--- src/rtl/edge_buff_fetch_pkg.sv ---
// Shared state encoding and window geometry for the edge-detect window fetcher.
package edge_pkg;
    localparam int DEF_PIX_W  = 8;
    localparam int DEF_ADDR_W = 20;
    localparam int WIN_ROWS   = 3;
    localparam int WIN_COLS   = 4;
    localparam int WIN_PIX    = WIN_ROWS * WIN_COLS;

    typedef enum logic [2:0] {IDLE, ISSUE, WAIT_DATA, DONE, HOLD} state_t;
endpackage

--- src/rtl/edge_buff_fetch_if.sv ---
// Single-outstanding pixel read bus between the window fetcher and pixel memory.
interface edge_buff_fetch_if
    import edge_pkg::*;
#(
    parameter int PIX_W  = DEF_PIX_W,
    parameter int ADDR_W = DEF_ADDR_W
) ();
    logic              mem_ren;
    logic [ADDR_W-1:0] mem_raddr;
    logic [PIX_W-1:0]  mem_rdata;
    logic              mem_rvalid;

    modport master (output mem_ren, mem_raddr, input mem_rdata, mem_rvalid);
    modport slave  (input mem_ren, mem_raddr, output mem_rdata, mem_rvalid);
endinterface

--- src/rtl/edge_buff_fetch_win_addr.sv ---
// Window walker: row/col counters plus a row_base accumulator stepped by image_width.
module edge_win_addr
    import edge_pkg::*;
#(
    parameter int ADDR_W = DEF_ADDR_W
) (
    input  logic              clk,
    input  logic              n_rst,
    input  logic              start,
    input  logic              step,
    input  logic [ADDR_W-1:0] base,
    input  logic [1:0]        col_start,
    input  logic [11:0]       image_width,
    output logic [ADDR_W-1:0] addr,
    output logic [1:0]        row,
    output logic [1:0]        col,
    output logic              last
);
    logic [ADDR_W-1:0] row_base;
    logic [1:0]        col_first;

    always_ff @(posedge clk or negedge n_rst) begin
        if (!n_rst) begin
            row       <= '0;
            col       <= '0;
            col_first <= '0;
            row_base  <= '0;
        end else if (start) begin
            row       <= '0;
            col       <= col_start;
            col_first <= col_start;
            row_base  <= base;
        end else if (step) begin
            // Row wrap restarts at the first fetched column, not always column 0.
            if (col == 2'(WIN_COLS - 1)) begin
                col      <= col_first;
                row      <= row + 2'd1;
                row_base <= row_base + ADDR_W'(image_width);
            end else begin
                col <= col + 2'd1;
            end
        end
    end

    assign addr = row_base + ADDR_W'(col);
    assign last = (row == 2'(WIN_ROWS - 1)) && (col == 2'(WIN_COLS - 1));
endmodule

--- src/rtl/edge_buff_fetch.sv ---
// Edge-detect window fetcher: gathers a 3x4 pixel window one memory read at a time.
// Define EDGE_BUFF_COLSHIFT_EN to reuse the right half of the last window on a +2 step.
module edge_buff_fetch
    import edge_pkg::*;
#(
    parameter int PIX_W  = DEF_PIX_W,
    parameter int ADDR_W = DEF_ADDR_W
) (
    input  logic                     clk,
    input  logic                     n_rst,
    input  logic                     fill_buff,
    input  logic [ADDR_W-1:0]        ED_rpixnum,
    input  logic [11:0]              image_width,
    output logic                     buff_filled,
    output logic [WIN_PIX*PIX_W-1:0] ED_rdata,
    output logic                     fetch_busy,
    edge_buff_fetch_if.master        mem
);
    state_t                   state, state_nx;
    logic [WIN_PIX*PIX_W-1:0] asm_q, asm_wr;
    logic [1:0]               row, col;
    logic [ADDR_W-1:0]        addr;
    logic                     last, start, step, wr, capture, drop, abort_q, shift_hit;

    edge_win_addr #(.ADDR_W(ADDR_W)) u_addr (
        .clk         (clk),
        .n_rst       (n_rst),
        .start       (start),
        .step        (step),
        .base        (ED_rpixnum),
        .col_start   (shift_hit ? 2'd2 : 2'd0),
        .image_width (image_width),
        .addr        (addr),
        .row         (row),
        .col         (col),
        .last        (last)
    );

    assign mem.mem_ren   = (state == ISSUE);
    assign mem.mem_raddr = addr;
    assign buff_filled   = (state == DONE);
    assign fetch_busy    = (state != IDLE);

    // A dropped request still waits for its outstanding read before leaving.
    assign start   = (state == IDLE) && fill_buff;
    assign drop    = (state == WAIT_DATA) && mem.mem_rvalid && (abort_q || !fill_buff);
    assign wr      = (state == WAIT_DATA) && mem.mem_rvalid && !drop;
    assign capture = wr && last;
    assign step    = wr && !last;

    always_ff @(posedge clk or negedge n_rst) begin
        if (!n_rst) state <= IDLE;
        else        state <= state_nx;
    end

    always_comb begin
        state_nx = state;
        case (state)
            IDLE:      if (fill_buff) state_nx = ISSUE;
            ISSUE:     state_nx = WAIT_DATA;
            WAIT_DATA: begin
                if (drop)         state_nx = IDLE;
                else if (capture) state_nx = DONE;
                else if (step)    state_nx = ISSUE;
            end
            DONE:      state_nx = HOLD;
            HOLD:      if (!fill_buff) state_nx = IDLE;
            default:   state_nx = IDLE;
        endcase
    end

    always_ff @(posedge clk or negedge n_rst) begin
        if (!n_rst)                                                    abort_q <= 1'b0;
        else if (start)                                                abort_q <= 1'b0;
        else if ((state == ISSUE || state == WAIT_DATA) && !fill_buff) abort_q <= 1'b1;
    end

    always_comb begin
        asm_wr = asm_q;
        asm_wr[int'({row, col})*PIX_W +: PIX_W] = mem.mem_rdata;
    end

    always_ff @(posedge clk or negedge n_rst) begin
        if (!n_rst) begin
            asm_q    <= '0;
            ED_rdata <= '0;
        end else begin
            if (start && shift_hit) begin
                for (int r = 0; r < WIN_ROWS; r++)
                    asm_q[r*WIN_COLS*PIX_W +: 2*PIX_W] <= ED_rdata[(r*WIN_COLS+2)*PIX_W +: 2*PIX_W];
            end else if (wr) begin
                asm_q <= asm_wr;
            end
            if (capture) ED_rdata <= asm_wr;
        end
    end

`ifdef EDGE_BUFF_COLSHIFT_EN
    logic [ADDR_W-1:0] base_q;
    logic              shift_ok;

    // Only a window that completed is trusted as the source of reused columns.
    assign shift_hit = shift_ok && (ED_rpixnum == base_q + ADDR_W'(2));

    always_ff @(posedge clk or negedge n_rst) begin
        if (!n_rst) begin
            base_q   <= '0;
            shift_ok <= 1'b0;
        end else begin
            if (start)        base_q   <= ED_rpixnum;
            if (capture)      shift_ok <= 1'b1;
            else if (drop)    shift_ok <= 1'b0;
        end
    end
`else
    assign shift_hit = 1'b0;
`endif
endmodule

--- src/flat_wrapper.sv ---
// flat-port wrapper written by rule: the top's interface ports become plain ports
module edge_buff_fetch_flat import edge_pkg::*;
#(
    parameter int PIX_W  = DEF_PIX_W,
    parameter int ADDR_W = DEF_ADDR_W
)
  (clk, n_rst, fill_buff, ED_rpixnum, image_width, buff_filled, ED_rdata, fetch_busy, mem_mem_ren, mem_mem_raddr, mem_mem_rdata, mem_mem_rvalid);
  edge_buff_fetch_if #(.PIX_W(PIX_W), .ADDR_W(ADDR_W)) mem_i ();
  input  logic clk;
  input  logic n_rst;
  input  logic fill_buff;
  input  logic [ADDR_W-1:0] ED_rpixnum;
  input  logic [11:0] image_width;
  output logic buff_filled;
  output logic [WIN_PIX*PIX_W-1:0] ED_rdata;
  output logic fetch_busy;
  output wire logic [$bits(mem_i.mem_ren)-1:0] mem_mem_ren;
  output wire logic [$bits(mem_i.mem_raddr)-1:0] mem_mem_raddr;
  input wire logic [$bits(mem_i.mem_rdata)-1:0] mem_mem_rdata;
  input wire logic [$bits(mem_i.mem_rvalid)-1:0] mem_mem_rvalid;
  assign mem_mem_ren = mem_i.mem_ren;
  assign mem_mem_raddr = mem_i.mem_raddr;
  assign mem_i.mem_rdata = mem_mem_rdata;
  assign mem_i.mem_rvalid = mem_mem_rvalid;
  edge_buff_fetch #(.PIX_W(PIX_W), .ADDR_W(ADDR_W)) u_core (.clk(clk), .n_rst(n_rst), .fill_buff(fill_buff), .ED_rpixnum(ED_rpixnum), .image_width(image_width), .buff_filled(buff_filled), .ED_rdata(ED_rdata), .fetch_busy(fetch_busy), .mem(mem_i));
endmodule
--- config.mk ---
export PLATFORM = sky130hd
export DESIGN_NAME = edge_buff_fetch_flat
export DESIGN_NICKNAME = d
export VERILOG_FILES = /design/src/rtl/edge_buff_fetch_pkg.sv /design/src/rtl/edge_buff_fetch_if.sv /design/src/rtl/edge_buff_fetch_win_addr.sv /design/src/rtl/edge_buff_fetch.sv /design/src/flat_wrapper.sv
export SDC_FILE = /design/constraint.sdc
export NUM_CORES = 1
export LEC_CHECK = 0
export CORE_UTILIZATION = 35
export DETAILED_ROUTE_END_ITERATION = 6
export PLACE_DENSITY_LB_ADDON = 0.2
export SYNTH_ARGS = -nofsm -noshare
export SYNTH_HDL_FRONTEND = slang
export SYNTH_SLANG_ARGS = --single-unit
--- constraint.sdc ---
create_clock -name clk -period 2.5 [get_ports clk]
set_input_delay 0.5 -clock clk [delete_from_list [all_inputs] [get_ports clk]]
set_output_delay 0.5 -clock clk [all_outputs]
set_load 0.005 [all_outputs]
==> results of run 1 <==
state kept, by name, indices dropped and copies added (netlist names):
name	flops
u_core.u_addr.col	2
u_core.u_addr.row_base	20
u_core.asm_q	96
u_core.state	3
u_core.abort_q	1
u_core.u_addr.row	2
u_core.ED_rdata	96
placed cells by master (no fill, tap or decap), drive strengths merged, types with 2 or more instances in the layout:
| master | n |
|---|---|
| a21oi | 45 |
| a211oi | 12 |
| nand4 | 8 |
| ha | 19 |
| or3 | 5 |
| clkinvlp | 2 |
| nand2 | 168 |
| clkbuf | 34 |
| nand2b | 4 |
| o22ai | 3 |
| o31ai | 10 |
| and3 | 10 |
| nor2b | 13 |
| a31oi | 8 |
| fa | 2 |
| and2 | 20 |
| o211ai | 3 |
| clkinv | 2 |
| and4 | 4 |
| xor2 | 16 |
| nor3 | 18 |
| and4bb | 2 |
| nor3b | 4 |
| a21o | 2 |
| or2 | 5 |
| buf | 120 |
| dfrtp | 220 |
| o21ai | 135 |
| xnor2 | 15 |
| o21a | 4 |
| clkdlybuf4s50 | 142 |
| inv | 14 |
| mux2 | 63 |
| nand4b | 2 |
| mux2i | 72 |
| nand3 | 22 |
| nor2 | 62 |
how the worst min path moves through the flow:
| stage | slack, ns | end | cells past startpoint |
|---|---|---|---|
| after floorplan | 0.20 | u_core.ED_rdata[0] | 0 |
| after global placement | 0.46 | u_core.asm_q[35] | 2 |
| after detailed placement | 0.47 | u_core.asm_q[36] | 2 |
| after CTS | 0.48 | u_core.asm_q[36] | 2 |
| after global routing | 0.50 | u_core.ED_rdata[31] | 2 |
| final | 0.47 | u_core.ED_rdata[73] | 2 |
per-stage QoR:
step / util, % / setup slack [ns] / TNS, ns / hold WS (ns) / area (µm²)
floorplan: - / 0.0842 / 0 / 0.204 / 10900
global placement: 44.0 / -0.356 / -4.00 / 0.461 / 13500
detailed placement: 44.0 / -0.390 / -5.11 / 0.466 / 13500
CTS: 46.7 / -0.402 / -3.90 / 0.480 / 14300
global route: 47.4 / -0.435 / -5.19 / 0.504 / 14500
finish: 47.4 / -0.311 / -3.36 / 0.474 / 14500
worst register-to-register path: cells and delay by family, from the launching register on:
family	cells	cell delay [ns]
AND/OR/NAND/NOR	3	0.61
buffers and inverters	3	0.46
multiplexers	1	0.37
flip-flops	1	0.35
adder cells (fa/ha/maj)	1	0.27
AO/OA/AOI/OAI	1	0.20
layer usage:
layer  routed length, µm  GRT usage, %
met1               14200          27.1
met2               12700          27.9
met3                1090          2.24
met4                 368          3.67
met5                   0             0
final cells by class:
type / instances / area (µm²) / area share (%)
Clock buffer: 34 / 699 / 4.83
Clock inverter: 5 / 37.5 / 0.259
Inverter: 13 / 48.8 / 0.337
Multi-Input combinational cell: 764 / 5260 / 36.3
Sequential cell: 220 / 5510 / 38.0
Tap cell: 396 / 495 / 3.42
Timing Repair Buffer: 264 / 2450 / 16.9
synthesized netlist by cell type, drive strengths merged (13+ instances only):
cell type and count:
o21ai 135, xor2 16, ha 19, dfrtp 220
mux2i 72, and2 20, nor2 61, clkbuf 28
inv 13, xnor2 15, a21oi 45, nor2b 13
nor3 18, nand2 168, nand3 22, mux2 63
buf 38
power by group through the flow:
stage                     clock, W  combinational, W  sequential (W)
final                      0.00336           0.00335         0.00411
after global routing       0.00361           0.00368         0.00415
after CTS                  0.00346           0.00323         0.00410
after detailed placement         0           0.00328         0.00414
after global placement           0           0.00327         0.00413
after floorplan                  0           0.00184         0.00405
repair_timing:
action,4_1_cts,5_1_grt
gates cloned,0,1
setup endpoints to repair,34,120
endpoints found under the hold margin,55,0
hold buffers,1,0
buffers inserted,6,7
gates resized for setup,106,30
pin swaps,25,24
kinds of logic (layout without fill, tap and decap cells):
family / Yosys count / in the layout
DFF: 220 / 220
and+or+nand+nor: 348 / 349
AOI/OAI and AO/OA: 228 / 228
xor gates and xnor gates: 31 / 31
buffers and inverters: 79 / 316
muxes: 135 / 135
adders and majority gates: 21 / 21
==> qor.csv, run 1 <==
metric,value,unit
status,"finished, violations left",
failing checks,negative setup slack,
Ant. Diodes,0,
clock root cell,clkbuf_16,
Seq pwr share,38.0,%
Setup crit end kind,output pin,
vias,8397,
Pint,0.00736,W
First-pass DRT Iterations,4,
post-synthesis cell area,10900,µm²
placed cells,1644,
CP dominant cell by count,buf_4,
Worst-Skew Late Latency,0.53,ns
Worst-Margin Slew,0.622,ns
hold_sp,u_core.ED_rdata[73],
last element of the critical path,mem_mem_raddr[15],
VDD IR-drop max,0.000448,V
Worst Setup Start Kind,flip-flop,
pwr/cell area,747,nW/µm²
Final Max Tran Viols,0,
post-synthesis sequential element count,220,
"Avg Cell Area, Syn",10.2,µm²
hold crit path type,flip-flop to flip-flop,
Die Area,31800,µm²
Die W,178,µm
Comb pwr share,30.9,%
Final Wtd Congestion,0.843,
Post-synth EDFFs,0,
Final Cycle Share,112,%
Final min period,2.81,ns
"Seq/Total Area, Yosys",50.7,%
RSZ-0062 raised after global routing,true,
CTS tree,yes,
reg2reg start,u_core.u_addr.col[0],
simple-gate share of the synthesized area,15.7,%
Die H,178,µm
gr ovfl total,0,
multiplexer share of the synthesized area,13.2,%
Leak Pwr,6.58,nW
TritonCTS Buffers,25,
"Warnings, synthesis",0,
Final setup viols,16,
setup slack after layout,-0.311,ns
clock tree buffer depth,3,
Starting Density,35.5,%
vias in the first global route,8151,
post-DP HPWL,20600,µm
largest net degree at the start of global routing,97,
Top delay family on crit path,buffers and inverters,
Port-buffer cells,162,
"Cell Count, Final, Fillers Out",1696,
Total Power,0.0108,W
largest cells by area after synthesis,"dfrtp_1 (51%), mux2i_1 (6.6%), mux2_2 (6.5%)",
CP max-delay cell,dfrtp_1,
max_slew headroom,58.1,%
post-synth top area share,50.7,%
XOR/XNOR share of the synthesized area,2.50,%
core area,30600,µm²
initial drt markers,375,
Crit Reg-Reg Endpoint,u_core.asm_q[30],
Compound-Gate Fraction of Synth Area,11.9,%
maximum clock frequency,0.356,GHz
FF-to-FF setup slack,0.13,ns
Post-Route Skew,0.0243,ns
Final #Nets,1353,
"slowest stage delay, CP",0.38,ns
Switching Share,32.0,%
ys flop type,dfrtp_1,
CTS sink cnt,220,
path depth of the worst reg2reg path,9,
global-route wire length before repair,45100,µm
"CTS clk-pin slew, worst paths",0.06,ns
Mapped Cells,1062,
row count,64,
Via-to-Cell Ratio,4.95,
clock network power share,31.1,%
# DRC,0,
Post-synth ARST share,100,%
Buf/Inv on CP,5,
Total GRT Usage,18.1,%
critical path class,flip-flop to output pin,
Final ANT Viol Nets,0,
max_cap viols,0,
layout cell share with drive strength beyond 1,22.1,%
fill cell count,2906,
Netlist cell types,59,
"Max FO, Critical Path",2,
layout overhead on the synthesized area,33.4,%
Ports,163,
initial antenna violation count,0,
Post-Synth Adder-Cell Area,2.56,%
total net switching power,0.00347,W
crit path from,u_core.u_addr.row_base[0],
CP required,2.00,ns
DR WL/cell,16.7,µm
largest family of logic cells by synthesized area,simple AND/OR/NAND/NOR gates,
Syn Nets,1127,
Crit path depth,11,
Hold Fails Final Rpt,0,
DRT Wirelength,28400,µm
CTS H-tree lvls,1,
Crit path arrival time,2.31,ns
post-synth top area cell,dfrtp_1,
worst path cell trace,ha_2 -> buf_4 -> buf_4 -> a21oi_4 -> nor3_2 -> buf_4 -> and3_4 -> nand3_4 -> buf_6 -> xnor2_2 -> buf_2,
Note: power is estimated with default switching activity, not from simulation.
==> run 2, diff against run 1 <==
==> constraint.sdc (replaced) <==
create_clock -name clk -period 3.6 [get_ports clk]
set_input_delay 0.72 -clock clk [delete_from_list [all_inputs] [get_ports clk]]
set_output_delay 0.72 -clock clk [all_outputs]
set_load 0.005 [all_outputs]
==> qor.csv, run 2 (synthesis results as in run 1) <==
metric,value,unit
"Max FO, Critical Path",4,
Multi-input gate area,5020,µm²
DRT Wirelength,27400,µm
register area,5510,µm²
Final Wtd Congestion,0.809,
Total Power,0.00740,W
DR WL/cell,16.8,µm
initial antenna violation count,0,
CTS sink cnt,220,
maximum clock frequency,0.293,GHz
TritonCTS Buffers,25,
Post-Route Skew,0.0153,ns
Final #Nets,1281,
Crit path arrival time,2.70,ns
Setup crit end kind,output pin,
CP max-delay cell,clkdlybuf4s50_1,
Worst-Skew Late Latency,0.53,ns
most frequent cells in the layout,"dfrtp_1 (220), nand2_1 (165), clkdlybuf4s50_1 (160)",
global-route wire length before repair,43500,µm
design area,13800,µm²
max_cap viols,0,
Die H,178,µm
CTS tree,yes,
"CTS clk-pin slew, worst paths",0.06,ns
Final Max Tran Viols,0,
Worst-Margin Slew,0.747,ns
layout overhead on the synthesized area,27.1,%
path depth of the worst reg2reg path,7,
core area,30600,µm²
fill cell count,2882,
largest net degree at the start of global routing,109,
hold crit path type,input port to async pin,
"leading cell type in the layout, fill and taps excluded",dfrtp_1,
critical path class,flip-flop to output pin,
# DRC,0,
clock root cell,clkbuf_16,
reg2reg start,u_core.u_addr.row[0],
layout cell share with drive strength beyond 1,13.6,%
initial drt markers,394,
pwr/cell area,536,nW/µm²
setup TNS,0,ns
CTS H-tree lvls,1,
hold_buf cts,0,
Starting Density,35.5,%
vias in the first global route,7741,
Worst Setup Start Kind,flip-flop,
Final Cycle Share,94.9,%
clock tree buffer depth,3,
VDD IR-drop max,0.000359,V
DP Area,12900,µm²
Hold Fails Final Rpt,0,
"Cell Count, Final, Fillers Out",1630,
CP required,2.88,ns
"slowest stage delay, CP",0.52,ns
Die Area,31800,µm²
status,completed,
row count,64,
Leak Pwr,6.18,nW
Ports,163,
worst path cell trace,ha_1 -> a21oi_1 -> nor3_1 -> buf_4 -> and3_4 -> nand3_1 -> xnor2_1 -> clkdlybuf4s50_1,
placed cells,1582,
Final setup viols,0,
vias,8061,
Via-to-Cell Ratio,4.95,
gr ovfl total,0,
post-DP HPWL,19500,µm
First-pass DRT Iterations,4,
Final Util,45.2,%
Largest regs,"u_core.ED_rdata: 96 flops, u_core.asm_q: 96 flops, u_core.u_addr.row_base: 20 flops",
RSZ-0062 raised after global routing,false,
Final min period,3.42,ns
max_slew headroom,50.2,%
Port-buffer cells,162,
Total GRT Usage,17.5,%
Final ANT Viol Nets,0,
Ant. Diodes,0,
FF-to-FF setup slack,0.71,ns
Crit Reg-Reg Endpoint,u_core.ED_rdata[83],
Die W,178,µm
-- run 2: changes by cell type in the layout (fill, tap and decap cells not counted), moves of 6 or more --
cell             delta
buf_12              -6
buf_2              -18
buf_4              -55
buf_6               -9
clkdlybuf4s50_1    +18
xnor2_1             +7
-- run 2: how the worst max path moves through the flow --
stage	start	end	slack, ns	cells past startpoint
floorplan	image_width[0]	u_core.u_addr.row_base[18]	1.05	9
global placement	image_width[0]	u_core.u_addr.row_base[18]	0.37	10
detailed placement	image_width[0]	u_core.u_addr.row_base[18]	0.29	10
CTS	u_core.u_addr.row_base[1]	mem_mem_raddr[19]	0.009	9
global route	u_core.u_addr.row_base[0]	mem_mem_raddr[18]	0.04	8
finish	u_core.u_addr.row_base[1]	mem_mem_raddr[15]	0.18	8
-- run 2: final cells by class --
class	count	share of cell area, %
clock inverters	8	0.779
flip-flops and latches	220	39.9
repair buffers	193	13.8
clock buffers	37	5.36
well taps	396	3.59
multi-input cells	763	36.3
inverters	13	0.353
-- run 2: repair_timing --
action / in CTS / in global routing
setup buffers: 1 / 2
pin swaps: 2 / 3
gates resized for setup: 3 / 3
endpoints found under the setup margin: 6 / 3
-- run 2: critical path: cells and delay by family, from the launching register on --
| family | cells | cell delay (ns) |
|---|---|---|
| adders and majority gates | 1 | 0.30 |
| and+or+nand+nor | 3 | 0.36 |
| xor gates and xnor gates | 1 | 0.13 |
| DFF | 1 | 0.41 |
| AOI/OAI and AO/OA | 1 | 0.28 |
| buffers and inverters | 2 | 0.67 |
-- run 2: where the power goes --
group          internal, W  switching (W)  leakage (nW)
clock              0.00157        0.00102         0.418
combinational     0.000920        0.00101          2.76
sequential         0.00264       0.000243          3.01
total              0.00513        0.00227          6.18
-- run 2: metrics by stage --
stage	hold WS, ns	worst slack, ns
final	0.194	0.185
after global routing	0.243	0.0368
after CTS	0.223	0.00924
after detailed placement	0.466	0.288
after global placement	0.459	0.367
after floorplan	0.424	1.05
-- run 2: per-layer routing --
metal	up-vias	global-route usage, %	wire [µm]	share of wire [%]
met1	3854	25.6	13400	49
li1	4006	-	-	-
met2	176	27.6	12500	46
met4	0	3.39	299	1.1
met3	25	2.32	1240	4.5
met5	-	0	0	0
